**src/rtl/bullet_controller.sv**
```systemverilog
// bullet_controller: per-tank bullet engine (spawn, motion, despawn,
// lifetime, fire cooldown). All state changes happen on the Clk edge where the
// synchronised frame tick is high.
// Optional feature macro: BULLET_BOUNCE_EN (wall reflections up to MAX_BOUNCES).
module bullet_controller #(
  parameter int STEP        = 5,
  parameter int BULLET_SIZE = 8,
  parameter int TANK_SIZE   = 32,
  parameter int SCREEN_W    = 640,
  parameter int SCREEN_H    = 480,
  parameter int LIFETIME    = 120,
  parameter int COOLDOWN    = 15,
  parameter int MAX_BOUNCES = 3
) (
  input  logic       Clk,
  input  logic       Reset_n,
  input  logic       frame_clk,
  input  logic       fire,
  input  logic [9:0] X_Tank,
  input  logic [9:0] Y_Tank,
  input  logic [2:0] tank_dir,
  input  logic [1:0] hit,
  output logic [9:0] X_Bullet,
  output logic [9:0] Y_Bullet,
  output logic [2:0] bullet_dir,
  output logic       bullet_active,
  output logic       tank_hit_pulse
);

  localparam int LIFE_W = $clog2(LIFETIME + 1);
  localparam int CD_W   = $clog2(COOLDOWN + 1);

  localparam logic [10:0] P_STEP = 11'(STEP);
  localparam logic [10:0] P_BS   = 11'(BULLET_SIZE);
  localparam logic [10:0] P_TS   = 11'(TANK_SIZE);
  localparam logic [10:0] P_SW   = 11'(SCREEN_W);
  localparam logic [10:0] P_SH   = 11'(SCREEN_H);
  localparam logic [9:0]  P_OFF  = 10'((TANK_SIZE - BULLET_SIZE) / 2);

  typedef enum logic [1:0] {S_IDLE, S_FLY, S_COOL} state_t;

  state_t            r_state, w_state_nxt;
  logic [9:0]        r_x, r_y, w_x_nxt, w_y_nxt;
  logic [2:0]        r_dir, w_dir_nxt;
  logic              r_active, w_active_nxt;
  logic              r_pulse, w_pulse_nxt;
  logic [LIFE_W-1:0] r_life, w_life_nxt;
  logic [CD_W-1:0]   r_cd, w_cd_nxt;
  logic              r_fc_meta, r_fc_sync, r_fc_prev;
  logic              r_fire_d, r_fire_pend;
  logic              w_tick, w_despawn;
  logic [9:0]        w_sx, w_sy;
  logic              w_spawn_ok, w_edge;
  logic [10:0]       w_xt, w_yt, w_bx, w_by;
`ifdef BULLET_BOUNCE_EN
  localparam int BNC_W = $clog2(MAX_BOUNCES + 1);
  logic [BNC_W-1:0]  r_bounce, w_bounce_nxt;
`endif

  assign w_tick = r_fc_sync & ~r_fc_prev;
  assign w_xt   = {1'b0, X_Tank};
  assign w_yt   = {1'b0, Y_Tank};
  assign w_bx   = {1'b0, r_x};
  assign w_by   = {1'b0, r_y};

  // Frame-clock synchroniser plus edge history, and the fire edge latch.
  always_ff @(posedge Clk or negedge Reset_n) begin
    if (!Reset_n) begin
      r_fc_meta   <= 1'b0;
      r_fc_sync   <= 1'b0;
      r_fc_prev   <= 1'b0;
      r_fire_d    <= 1'b0;
      r_fire_pend <= 1'b0;
    end else begin
      r_fc_meta <= frame_clk;
      r_fc_sync <= r_fc_meta;
      r_fc_prev <= r_fc_sync;
      r_fire_d  <= fire;
      if (w_tick)
        r_fire_pend <= 1'b0;
      else if (fire && !r_fire_d)
        r_fire_pend <= 1'b1;
    end
  end

  // Spawn position and legality from the tank pose (11-bit, no wrap).
  always_comb begin
    w_sx       = '0;
    w_sy       = '0;
    w_spawn_ok = 1'b0;
    case (tank_dir)
      3'd1: begin
        w_sx = X_Tank + P_OFF;  w_sy = Y_Tank - P_BS[9:0];
        w_spawn_ok = (w_yt >= P_BS);
      end
      3'd2: begin
        w_sx = X_Tank + P_TS[9:0];  w_sy = Y_Tank + P_OFF;
        w_spawn_ok = (w_xt + P_TS + P_BS <= P_SW);
      end
      3'd3: begin
        w_sx = X_Tank - P_BS[9:0];  w_sy = Y_Tank + P_OFF;
        w_spawn_ok = (w_xt >= P_BS);
      end
      3'd4: begin
        w_sx = X_Tank + P_OFF;  w_sy = Y_Tank + P_TS[9:0];
        w_spawn_ok = (w_yt + P_TS + P_BS <= P_SH);
      end
      default: ;
    endcase
  end

  // Would the next step along the current direction leave the screen.
  always_comb begin
    w_edge = 1'b0;
    case (r_dir)
      3'd1:    w_edge = (w_by < P_STEP);
      3'd2:    w_edge = (w_bx + P_BS + P_STEP > P_SW);
      3'd3:    w_edge = (w_bx < P_STEP);
      3'd4:    w_edge = (w_by + P_BS + P_STEP > P_SH);
      default: w_edge = 1'b0;
    endcase
  end

  // Next-state and next-output logic; everything holds except on a tick.
  always_comb begin
    w_state_nxt  = r_state;
    w_x_nxt      = r_x;
    w_y_nxt      = r_y;
    w_dir_nxt    = r_dir;
    w_active_nxt = r_active;
    w_pulse_nxt  = 1'b0;
    w_life_nxt   = r_life;
    w_cd_nxt     = r_cd;
    w_despawn    = 1'b0;
`ifdef BULLET_BOUNCE_EN
    w_bounce_nxt = r_bounce;
`endif
    if (w_tick) begin
      case (r_state)
        S_IDLE: begin
          if (r_fire_pend && w_spawn_ok) begin
            w_state_nxt  = S_FLY;
            w_x_nxt      = w_sx;
            w_y_nxt      = w_sy;
            w_dir_nxt    = tank_dir;
            w_active_nxt = 1'b1;
            w_life_nxt   = '0;
`ifdef BULLET_BOUNCE_EN
            w_bounce_nxt = '0;
`endif
          end
        end
        S_FLY: begin
          if (hit == 2'b10) begin
            w_despawn   = 1'b1;
            w_pulse_nxt = 1'b1;
          end else if (hit == 2'b00) begin
`ifdef BULLET_BOUNCE_EN
            if (r_bounce < BNC_W'(MAX_BOUNCES)) begin
              // 1<->4 and 2<->3 are both "5 minus code".
              w_dir_nxt    = 3'd5 - r_dir;
              w_bounce_nxt = r_bounce + 1'b1;
              w_life_nxt   = r_life + 1'b1;
            end else begin
              w_despawn = 1'b1;
            end
`else
            w_despawn = 1'b1;
`endif
          end else if (w_edge) begin
            w_despawn = 1'b1;
          end else if (r_life >= LIFE_W'(LIFETIME - 1)) begin
            // >= rather than == so a bounce on the last frame cannot skip past it.
            w_despawn = 1'b1;
          end else begin
            w_life_nxt = r_life + 1'b1;
            case (r_dir)
              3'd1:    w_y_nxt = r_y - P_STEP[9:0];
              3'd2:    w_x_nxt = r_x + P_STEP[9:0];
              3'd3:    w_x_nxt = r_x - P_STEP[9:0];
              3'd4:    w_y_nxt = r_y + P_STEP[9:0];
              default: ;
            endcase
          end
          if (w_despawn) begin
            w_state_nxt  = S_COOL;
            w_active_nxt = 1'b0;
            w_dir_nxt    = '0;
            w_cd_nxt     = '0;
          end
        end
        S_COOL: begin
          if (r_cd == CD_W'(COOLDOWN - 1))
            w_state_nxt = S_IDLE;
          else
            w_cd_nxt = r_cd + 1'b1;
        end
        default: w_state_nxt = S_IDLE;
      endcase
    end
  end

  // State and registered outputs.
  always_ff @(posedge Clk or negedge Reset_n) begin
    if (!Reset_n) begin
      r_state  <= S_IDLE;
      r_x      <= '0;
      r_y      <= '0;
      r_dir    <= '0;
      r_active <= 1'b0;
      r_pulse  <= 1'b0;
      r_life   <= '0;
      r_cd     <= '0;
`ifdef BULLET_BOUNCE_EN
      r_bounce <= '0;
`endif
    end else begin
      r_state  <= w_state_nxt;
      r_x      <= w_x_nxt;
      r_y      <= w_y_nxt;
      r_dir    <= w_dir_nxt;
      r_active <= w_active_nxt;
      r_pulse  <= w_pulse_nxt;
      r_life   <= w_life_nxt;
      r_cd     <= w_cd_nxt;
`ifdef BULLET_BOUNCE_EN
      r_bounce <= w_bounce_nxt;
`endif
    end
  end

  assign X_Bullet       = r_x;
  assign Y_Bullet       = r_y;
  assign bullet_dir     = r_dir;
  assign bullet_active  = r_active;
  assign tank_hit_pulse = r_pulse;

endmodule

```
**config.mk**
```make
export PLATFORM = sky130hd
export DESIGN_NAME = bullet_controller
export DESIGN_NICKNAME = d
export VERILOG_FILES = /design/src/rtl/bullet_controller.sv
export SDC_FILE = /design/constraint.sdc
export NUM_CORES = 1
export LEC_CHECK = 0
export ABC_AREA = 0
export CORE_ASPECT_RATIO = 0.75
export CORE_MARGIN = 5
export CORE_UTILIZATION = 40
export CTS_BUF_LIST = sky130_fd_sc_hd__clkbuf_4 sky130_fd_sc_hd__clkbuf_8 sky130_fd_sc_hd__clkbuf_16
export DETAILED_ROUTE_END_ITERATION = 6
export GPL_TIMING_DRIVEN = 0
export SYNTH_ARGS = -nofsm -noshare
export SYNTH_HDL_FRONTEND = slang
export SYNTH_SLANG_ARGS = --single-unit
export TNS_END_PERCENT = 1
```
**constraint.sdc**
```tcl
create_clock -name Clk -period 2.5 [get_ports Clk]
set_clock_uncertainty 0.1 [all_clocks]
set_input_delay 0.75 -clock Clk [delete_from_list [all_inputs] [get_ports Clk]]
set_output_delay 0.75 -clock Clk [all_outputs]
set_load 0.005 [all_outputs]
```
==> results.json, run 1 <==
{
  "yosys_warnings": 0,
  "max_slew.worst_pin.slew_ns": 0.8696,
  "hold_viol": 0,
  "area_delta_synth_final_pct": 35.52,
  "synth.mux.area_fraction_pct": 2.439,
  "numCtsBuffers": 5,
  "cts-htree-levels": 2,
  "cp_max_fo": 6,
  "core_area_mm2": 0.01078,
  "synthSimpleGateAreaFrac_pct": 27.12,
  "synth_top_family_by_area": "compound AO/OA/AOI/OAI gates",
  "place.gp.congestion": 0.9887,
  "gr-total-overflow": 0,
  "pre_cts_ws_ns": -1.901,
  "synth_edf_count": 0,
  "synth_compound_area_share_pct": 29.70,
  "clkLatencyLatePin_ns": 0.29,
  "clock-sinks": 43,
  "numPortBuffers": 50,
  "syn-mean-instance-area_um2": 7.663,
  "place_area_mm2": 0.005122,
  "arrival_ns": 2.99,
  "finalNonFillerCells": 787,
  "gr-usage-all-layers_pct": 25.45,
  "vias": 4990,
  "cts_tree": "built",
  "dp.cells": 760,
  "detail_route.wl_per_cell_um": 21.15,
  "layout-drive-gt1-share_pct": 23.65,
  "fill_cells": 1003,
  "drt_iter0_drc": 581,
  "end_kind": "register",
  "final_common_cell": "nand2_1",
  "fin_nets": 698,
  "async_flop_share_pct": 100.0,
  "crit_type": "input port to register",
  "cts.path.max_buffers": 2,
  "slew_viol_final": 0,
  "final_cell_mix": "nand2_1 (55), dfrtp_1 (39), nor2_1 (35)",
  "syn_inst": 569,
  "synthesis.nets": 621,
  "antenna_found_initial": 0,
  "run_status": "finished with violations",
  "ant_nets": 0,
  "period_share_pct": 116.2,
  "diodes": 0,
  "grt_pass1_wl_mm": 26.19,
  "wl_mm": 16.65,
  "crit_required_ns": 2.58,
  "period_minus_slack_ns": 2.905,
  "rsz0062_at_grt": "yes",
  "fp.dieArea_mm2": 0.01311,
  "hp-class": "input port to async pin",
  "fin_tns_setup_ns": -9.064,
  "ys_types": 75,
  "grt_pass1_vias": 4744,
  "synth-seq-cells": 43,
  "timing.slew.headroom_pct": 41.90,
  "start_util_pct": 40.46,
  "p_leak_nw": 2.330,
  "setup_violations": 36,
  "die_w_um": 130.6,
  "cts-root-buf": "clkbuf_16",
  "yosys.area_share.xor_xnor_pct": 2.812,
  "drc": 0,
  "dr.pass1.iters": 5,
  "ios": 54,
  "syn_area_mm2": 0.004360,
  "place_hpwl_mm": 12.11,
  "violations": "setup timing",
  "final-seq-area_mm2": 0.001081,
  "design_area_mm2": 0.005909,
  "die_h_um": 100.4,
  "cap_violations": 0,
  "ir_drop_v": 0.0004470,
  "worst_slack_ns": -0.4052,
  "clkTransAtPathRegs_ns": 0.06,
  "vias_per_cell": 6.341,
  "powerDensity_mw_per_mm2": 680.4,
  "timing.fmax_mhz": 344.2,
  "synthFlopType": "dfrtp_1",
  "rows": 33,
  "cp-start-kind": "input port",
  "synth_seq_area_share_pct": 24.68,
  "multi_input_area_mm2": 0.003441,
  "synth-adder-area-share_pct": 6.829,
  "grt_max_degree": 35
}
-- sequential cells by signal, indices dropped and copies added (netlist names), 2 cells and up --
register    cells
Y_Bullet       10
r_state         2
r_life          7
X_Bullet       10
bullet_dir      3
r_cd            4
-- routing by layer --
metal	track usage, %	part of all wire, %	up-vias
li1	-	-	2303
met1	38.89	45	2406
met5	0	0	-
met3	3.723	9.2	33
met4	6.482	2.0	0
met2	37.32	43	248
-- layout make-up --
cell class	count	area share (%)
clock buffers	6	2.350
repair buffers	73	11.35
inverters	25	1.673
clock inverters	2	0.6564
flip-flops and latches	43	18.29
plain buffers	36	4.489
multi-input cells	462	58.23
well taps	140	2.964
-- synthesized netlist by cell type (10+ instances only) --
master | n | share of area (%)
buf_2 | 14 | 1.6
nor2b_1 | 13 | 1.9
nand2_1 | 56 | 4.8
a31oi_1 | 14 | 2.0
inv_1 | 25 | 2.2
ha_1 | 23 | 6.6
nor2_1 | 39 | 3.4
clkbuf_1 | 21 | 1.8
nor3_1 | 24 | 2.8
o21ai_0 | 34 | 3.9
a21oi_1 | 36 | 4.1
nand3_1 | 24 | 2.8
o22ai_1 | 13 | 1.9
o31ai_1 | 11 | 1.9
dfrtp_1 | 43 | 25
nand2b_1 | 10 | 1.4
-- critical path: stages --
cell and delay [ns]:
clkdlybuf4s50_1 0.48, or3b_4 0.42, o2111ai_2 0.20, a21oi_2 0.09
o22ai_4 0.23, nor2_4 0.07, or3_4 0.42, buf_6 0.13
o22a_1 0.19
-- logic make-up (layout without fill, tap and decap cells) --
family,Yosys count,in the layout
xor+xnor,14,14
fa+ha+maj,24,24
flops,43,43
buf+inv,64,142
simple gates,224,224
mux,10,10
compound gates,190,190
-- stage by stage --
stage                     util [%]  power [mW]  hold slack (ns)
after floorplan                  -       2.259           0.2312
after global placement       47.39       3.001           0.2373
after detailed placement     47.53       3.020           0.2449
after CTS                    53.64       3.942           0.2319
after global routing         54.84       4.281           0.2490
final                        54.84       4.021           0.2294
-- where the power goes --
group / internal (mW) / leakage [nW] / total, mW / switching, mW
Sequential: 0.893 / 0.542 / 1.20 / 0.305
Clock: 0.503 / 0.0875 / 0.796 / 0.294
Combinational: 0.946 / 1.70 / 2.03 / 1.08
-- final timing paths --
check                           endpoint        start  slack [ns]  cells after the start
min in group Clk               r_fc_sync    r_fc_meta        0.26                      0
max reg2reg                    r_life[5]  X_Bullet[0]       -0.30                      7
min                        bullet_dir[2]      Reset_n        0.23                      1
min reg2reg                    r_fc_sync    r_fc_meta        0.26                      0
max in group asynchronous    X_Bullet[0]      Reset_n        1.58                      2
max                          X_Bullet[2]    Y_Tank[0]       -0.41                      9
-- timing repair --
action	in CTS	in global routing
hold buffers	0	0
cloned	1	0
pin swaps	22	18
hold endpoints to repair	0	0
gates resized for setup	154	42
endpoints found under the setup margin	37	38
setup buffers	18	3
No activity file was read; power rests on OpenSTA's default activity.
==> run 2: changes to the inputs <==
--- a/config.mk
+++ b/config.mk
@@ -12,6 +12,7 @@
 export CTS_BUF_LIST = sky130_fd_sc_hd__clkbuf_4 sky130_fd_sc_hd__clkbuf_8 sky130_fd_sc_hd__clkbuf_16
 export DETAILED_ROUTE_END_ITERATION = 6
 export GPL_TIMING_DRIVEN = 0
+export MAX_ROUTING_LAYER = met4
 export SYNTH_ARGS = -nofsm -noshare
 export SYNTH_HDL_FRONTEND = slang
 export SYNTH_SLANG_ARGS = --single-unit
==> run 2 against run 1 <==
  * The flow still finishes with violations (setup timing)
  * Fmax decreased by 2.0%
  * Highest routed layer unchanged
  * Hold slack got worse by 0.0041 ns
  * Largest power group unchanged
  * Global-route usage is 0.91 points higher
  * Combinational power about the same
  * Flip-flop and latch count did not move
  * Critical endpoint is now X_Bullet[9]
  * Cell count increased by 0.38%
  * Clock-buffer cell count is 1 lower
==> results.json, run 2 (synthesis results as in run 1) <==
{
  "p_leak_nw": 2.356,
  "rows": 33,
  "hp-class": "input port to async pin",
  "powerDensity_mw_per_mm2": 673.4,
  "cts.path.max_buffers": 2,
  "clock-sinks": 43,
  "p_comb_share_pct": 50.4,
  "power_mw": 3.992,
  "core_area_mm2": 0.01078,
  "fill_cells": 996,
  "crit_type": "input port to register",
  "numPortBuffers": 50,
  "grt_max_degree": 35,
  "clkTransAtPathRegs_ns": 0.07,
  "wl_mm": 16.72,
  "p_int_mw": 2.311,
  "grt_pass1_vias": 4702,
  "seqPwrFrac_pct": 30.0,
  "fp.dieArea_mm2": 0.01311,
  "reg2reg_depth": 8,
  "switching_power_mw": 1.681,
  "clkPwrFrac_pct": 19.5,
  "crit_path_end": "X_Bullet[9]",
  "layout-drive-gt1-share_pct": 24.31,
  "die_h_um": 100.4,
  "cts_tree": "built",
  "arrival_ns": 3.05,
  "run_status": "finished with violations",
  "area_delta_synth_final_pct": 35.95,
  "vias": 5043,
  "start_util_pct": 40.46,
  "antenna_found_initial": 0,
  "ios": 54,
  "diodes": 0,
  "crit_start": "X_Tank[5]",
  "gr-total-overflow": 0,
  "fin_nets": 701,
  "finalNonFillerCells": 790,
  "design_area_mm2": 0.005928,
  "drc": 0,
  "period_minus_slack_ns": 2.966,
  "place_hpwl_mm": 12.33,
  "vias_per_cell": 6.384,
  "swShare_pct": 42.10,
  "period_share_pct": 118.6,
  "drt_iter0_drc": 598,
  "grt_pass1_wl_mm": 26.08,
  "ir_drop_v": 0.0004708,
  "cts-root-buf": "clkbuf_16",
  "crit_required_ns": 2.58,
  "end_kind": "register",
  "rsz0062_at_grt": "yes",
  "hold_viol": 0,
  "ff2ff_setup_slack_ns": -0.34,
  "worst_slack_ns": -0.4655,
  "ant_nets": 0,
  "timing.slew.headroom_pct": 46.20,
  "dp.cells": 760,
  "cp_max_fo": 5,
  "gr-usage-all-layers_pct": 26.36,
  "place.gp.congestion": 0.9256,
  "numCtsBuffers": 5,
  "cp-start-kind": "input port",
  "final_common_cell": "nand2_1",
  "cts-htree-levels": 2,
  "timing.fmax_mhz": 337.2,
  "max_slew.worst_pin.slew_ns": 0.7985,
  "clkLatencyLatePin_ns": 0.29,
  "setup_violations": 33,
  "cap_violations": 0,
  "final-seq-area_mm2": 0.001081,
  "final_cell_mix": "nand2_1 (55), dfrtp_1 (39), nor2_1 (36)",
  "die_w_um": 130.6,
  "place_area_mm2": 0.005122,
  "multi_input_area_mm2": 0.003447,
  "dr.pass1.iters": 5,
  "holdBufCountCts": 0,
  "violations": "setup timing",
  "r2r_end": "X_Bullet[9]",
  "slew_viol_final": 0,
  "pre_cts_ws_ns": -1.793,
  "detail_route.wl_per_cell_um": 21.17,
  "r2r_start": "r_state[0]",
  "hold_ws_ns": 0.2253
}
[run 2: stage by stage]
stage	utilization (%)	setup TNS [ns]
2_1_floorplan	-	-10.25
3_3_place_gp	47.39	-90.43
3_5_place_dp	47.53	-53.00
4_1_cts	54.37	-9.533
5_1_grt	55.01	-12.58
6_report	55.01	-9.910
[run 2: worst min-delay path by stage]
stage	startpoint	endpoint	slack [ns]	depth (start not counted)
after detailed placement	r_fc_meta	r_fc_sync	0.24	0
final	Reset_n	X_Bullet[3]	0.23	1
after floorplan	r_fc_meta	r_fc_sync	0.23	0
after global routing	Reset_n	X_Bullet[5]	0.24	1
after CTS	Reset_n	bullet_dir[0]	0.23	1
after global placement	r_fc_meta	r_fc_sync	0.24	0
[run 2: critical path: stages]
cell and delay, ns:
buf_6 0.10, buf_6 0.11, a21o_1 0.17, or3_4 0.40, a2111oi_4 0.40, o21a_2 0.23
buf_4 0.13, nor2_4 0.04, or3_4 0.41, o32a_1 0.30
[run 2: repair_timing]
item	4_1_cts	5_1_grt
hold endpoints to repair	0	0
resized for setup	166	23
endpoints found under the setup margin	37	37
gates cloned	1	0
pin swaps	25	11
buffers inserted	24	0
[run 2: per-layer routing]
metal / track usage, % / up-vias / routed length [um]
li1: - / 2310 / -
met1: 37.98 / 2470 / 7686
met2: 37.99 / 229 / 7266
met3: 4.787 / 34 / 1369
met4: 6.957 / 0 / 402
met5: - / - / 0
[run 2: area by class of cell]
class | count | share of cell area (%)
multi-input combinational | 462 | 58.15
sequential | 43 | 18.24
timing repair buffer | 76 | 11.65
buffer | 36 | 4.432
tap | 140 | 2.955
clock buffer | 5 | 2.111
inverter | 25 | 1.667
clock inverter | 3 | 0.8020
[run 2: power by group through the flow]
stage / registers, mW / logic [mW] / clock network, mW
after floorplan: 1.11 / 1.14 / 0
after global placement: 1.18 / 1.84 / 0
after detailed placement: 1.18 / 1.84 / 0
after CTS: 1.18 / 1.95 / 0.787
after global routing: 1.23 / 2.20 / 0.821
final: 1.20 / 2.01 / 0.780
==> run 3: changes to the inputs <==
--- a/config.mk
+++ b/config.mk
@@ -7,10 +7,10 @@
 export LEC_CHECK = 0
 export ABC_AREA = 0
 export CORE_ASPECT_RATIO = 0.75
-export CORE_MARGIN = 5
 export CORE_UTILIZATION = 40
 export CTS_BUF_LIST = sky130_fd_sc_hd__clkbuf_4 sky130_fd_sc_hd__clkbuf_8 sky130_fd_sc_hd__clkbuf_16
 export DETAILED_ROUTE_END_ITERATION = 6
+export GPL_ROUTABILITY_DRIVEN = 0
 export GPL_TIMING_DRIVEN = 0
 export MAX_ROUTING_LAYER = met4
 export SYNTH_ARGS = -nofsm -noshare
==> run 3 against run 2 <==
  * The run still ends with setup timing left
  * Die area decreased by 14%
  * Power decreased by 0.86%
  * Hold slack improved by 0.029 ns
  * Sequential share of layout area grew 0.12 points
  * Core utilization grew 1.1 points
  * Via count decreased by 0.65%
  * Sequential power is essentially flat
  * Combinational power hardly changed
  * Non-clock buffer count grew 1
  * Cell area decreased by 1.0%
  * Critical endpoint is now Y_Bullet[1]
  * Largest cell class unchanged
  * Highest routed layer unchanged
==> results.json, run 3 (synthesis results as in run 1) <==
{
  "rows": 32,
  "die_h_um": 92.42,
  "top_layer": "met4",
  "gr-total-overflow": 0,
  "holdBufCountCts": 0,
  "seqPwrFrac_pct": 30.1,
  "ios": 54,
  "clkLatencyLatePin_ns": 0.29,
  "worstPathCellList": "buf_8, buf_6, a21o_1, or3_4, a2111oi_4, o21a_2, o21ai_2, buf_6, a211oi_4, mux2_4",
  "numCtsBuffers": 5,
  "dr.pass1.iters": 6,
  "grt_pass1_wl_mm": 25.12,
  "cts_tree": "built",
  "hold_ws_ns": 0.2539,
  "max_slew.worst_pin.slew_ns": 0.8940,
  "p_leak_nw": 2.336,
  "die_w_um": 122.6,
  "final_common_cell": "nand2_1",
  "clock-sinks": 43,
  "setup_violations": 37,
  "violations": "setup timing",
  "gr-usage-all-layers_pct": 29.58,
  "clkPwrFrac_pct": 19.7,
  "place_hpwl_mm": 11.51,
  "clkTransAtPathRegs_ns": 0.07,
  "diodes": 0,
  "postLayoutCoreUtil_pct": 56.15,
  "hold_viol": 0,
  "crit_required_ns": 2.58,
  "wl_mm": 15.82,
  "cts-htree-levels": 2,
  "grt_pass1_vias": 4677,
  "grt_max_degree": 23,
  "hp-class": "register to register",
  "cap_violations": 0,
  "cp_slowest_cell": "or3_4",
  "ir_drop_v": 0.0003623,
  "vias_per_cell": 6.366,
  "p_int_mw": 2.294,
  "cts-root-buf": "clkbuf_16",
  "drc": 0,
  "arrival_ns": 3.00,
  "p_comb_share_pct": 50.3,
  "place_area_mm2": 0.005125,
  "core_area_mm2": 0.01045,
  "numPortBuffers": 50,
  "drt_iter0_drc": 561,
  "area_delta_synth_final_pct": 34.58,
  "cp-start-kind": "input port",
  "rsz0062_at_grt": "yes",
  "dr_wl_met2_mm": 6.780,
  "end_kind": "register",
  "worst_slack_ns": -0.4190,
  "timing.slew.headroom_pct": 39.77,
  "cpMostUsedCell": "buf_6",
  "final_cell_mix": "nand2_1 (55), dfrtp_1 (42), nor2_1 (37)",
  "period_share_pct": 116.8,
  "dp.cells": 756,
  "cpPeakStageDelay_ns": 0.39,
  "timing.fmax_mhz": 342.6,
  "design_area_mm2": 0.005868,
  "power_mw": 3.957,
  "fin_tns_setup_ns": -8.286,
  "layout-drive-gt1-share_pct": 23.35,
  "vias": 5010,
  "cts.path.max_buffers": 2,
  "detailroute.wirelength.met3_mm": 1.532,
  "ant_nets": 0,
  "pre_cts_ws_ns": -1.570,
  "run_status": "finished with violations",
  "start_util_pct": 41.73,
  "fin_nets": 702,
  "detail_route.wl_per_cell_um": 20.10,
  "switching_power_mw": 1.663,
  "wirelength_met1_mm": 7.211,
  "antenna_found_initial": 0,
  "cp_max_fo": 8,
  "swShare_pct": 42.02,
  "crit_type": "input port to register",
  "finalNonFillerCells": 787,
  "fp.dieArea_mm2": 0.01133,
  "period_minus_slack_ns": 2.919,
  "slew_viol_final": 0,
  "powerDensity_mw_per_mm2": 674.4
}
==> run 3: area by class of cell <==
| type | count | area, um2 |
|---|---|---|
| buffer | 36 | 250.2 |
| clock buffer | 5 | 125.1 |
| clock inverter | 3 | 47.55 |
| fill | 980 | 4582 |
| inverter | 25 | 98.84 |
| multi-input combinational | 462 | 3396 |
| sequential | 43 | 1077 |
| tap | 136 | 170.2 |
| timing repair buffer | 77 | 703.2 |
==> run 3: final timing paths <==
path / from / end / slack, ns / cells after the start
worst max-delay path: X_Tank[4] / Y_Bullet[1] / -0.42 / 10
worst min-delay path: r_fc_meta / r_fc_sync / 0.25 / 0
worst max register to register: Y_Bullet[1] / X_Bullet[9] / -0.36 / 8
worst min register to register: r_fc_meta / r_fc_sync / 0.25 / 0
max in group asynchronous: Reset_n / X_Bullet[0] / 1.39 / 2
min in group asynchronous: Reset_n / X_Bullet[1] / 0.37 / 1
==> run 3: power groups by stage <==
stage / combinational, mW / sequential [mW] / clock, mW
floorplan: 1.14 / 1.11 / 0
global placement: 1.79 / 1.17 / 0
detailed placement: 1.82 / 1.18 / 0
CTS: 1.92 / 1.18 / 0.788
global route: 2.18 / 1.22 / 0.821
finish: 1.99 / 1.19 / 0.779
==> run 3: timing repair <==
action                                 CTS  global route
resized for setup                      142            42
setup buffers                           24             2
pin swaps                               23            15
endpoints found under the hold margin    0             0
setup endpoints to repair               37            38
==> run 3: layer usage <==
| layer | track usage [%] | vias up |
|---|---|---|
| met5 | - | - |
| met4 | 6.707 | 0 |
| met3 | 6.404 | 26 |
| met2 | 41.81 | 265 |
| met1 | 42.60 | 2416 |
| li1 | - | 2303 |
==> run 3: worst max-delay path: cells and delay by family <==
| family | cells | cell delay (ns) |
|---|---|---|
| compound gates | 5 | 1.14 |
| simple gates | 1 | 0.39 |
| buf+inv | 3 | 0.38 |
| mux | 1 | 0.32 |
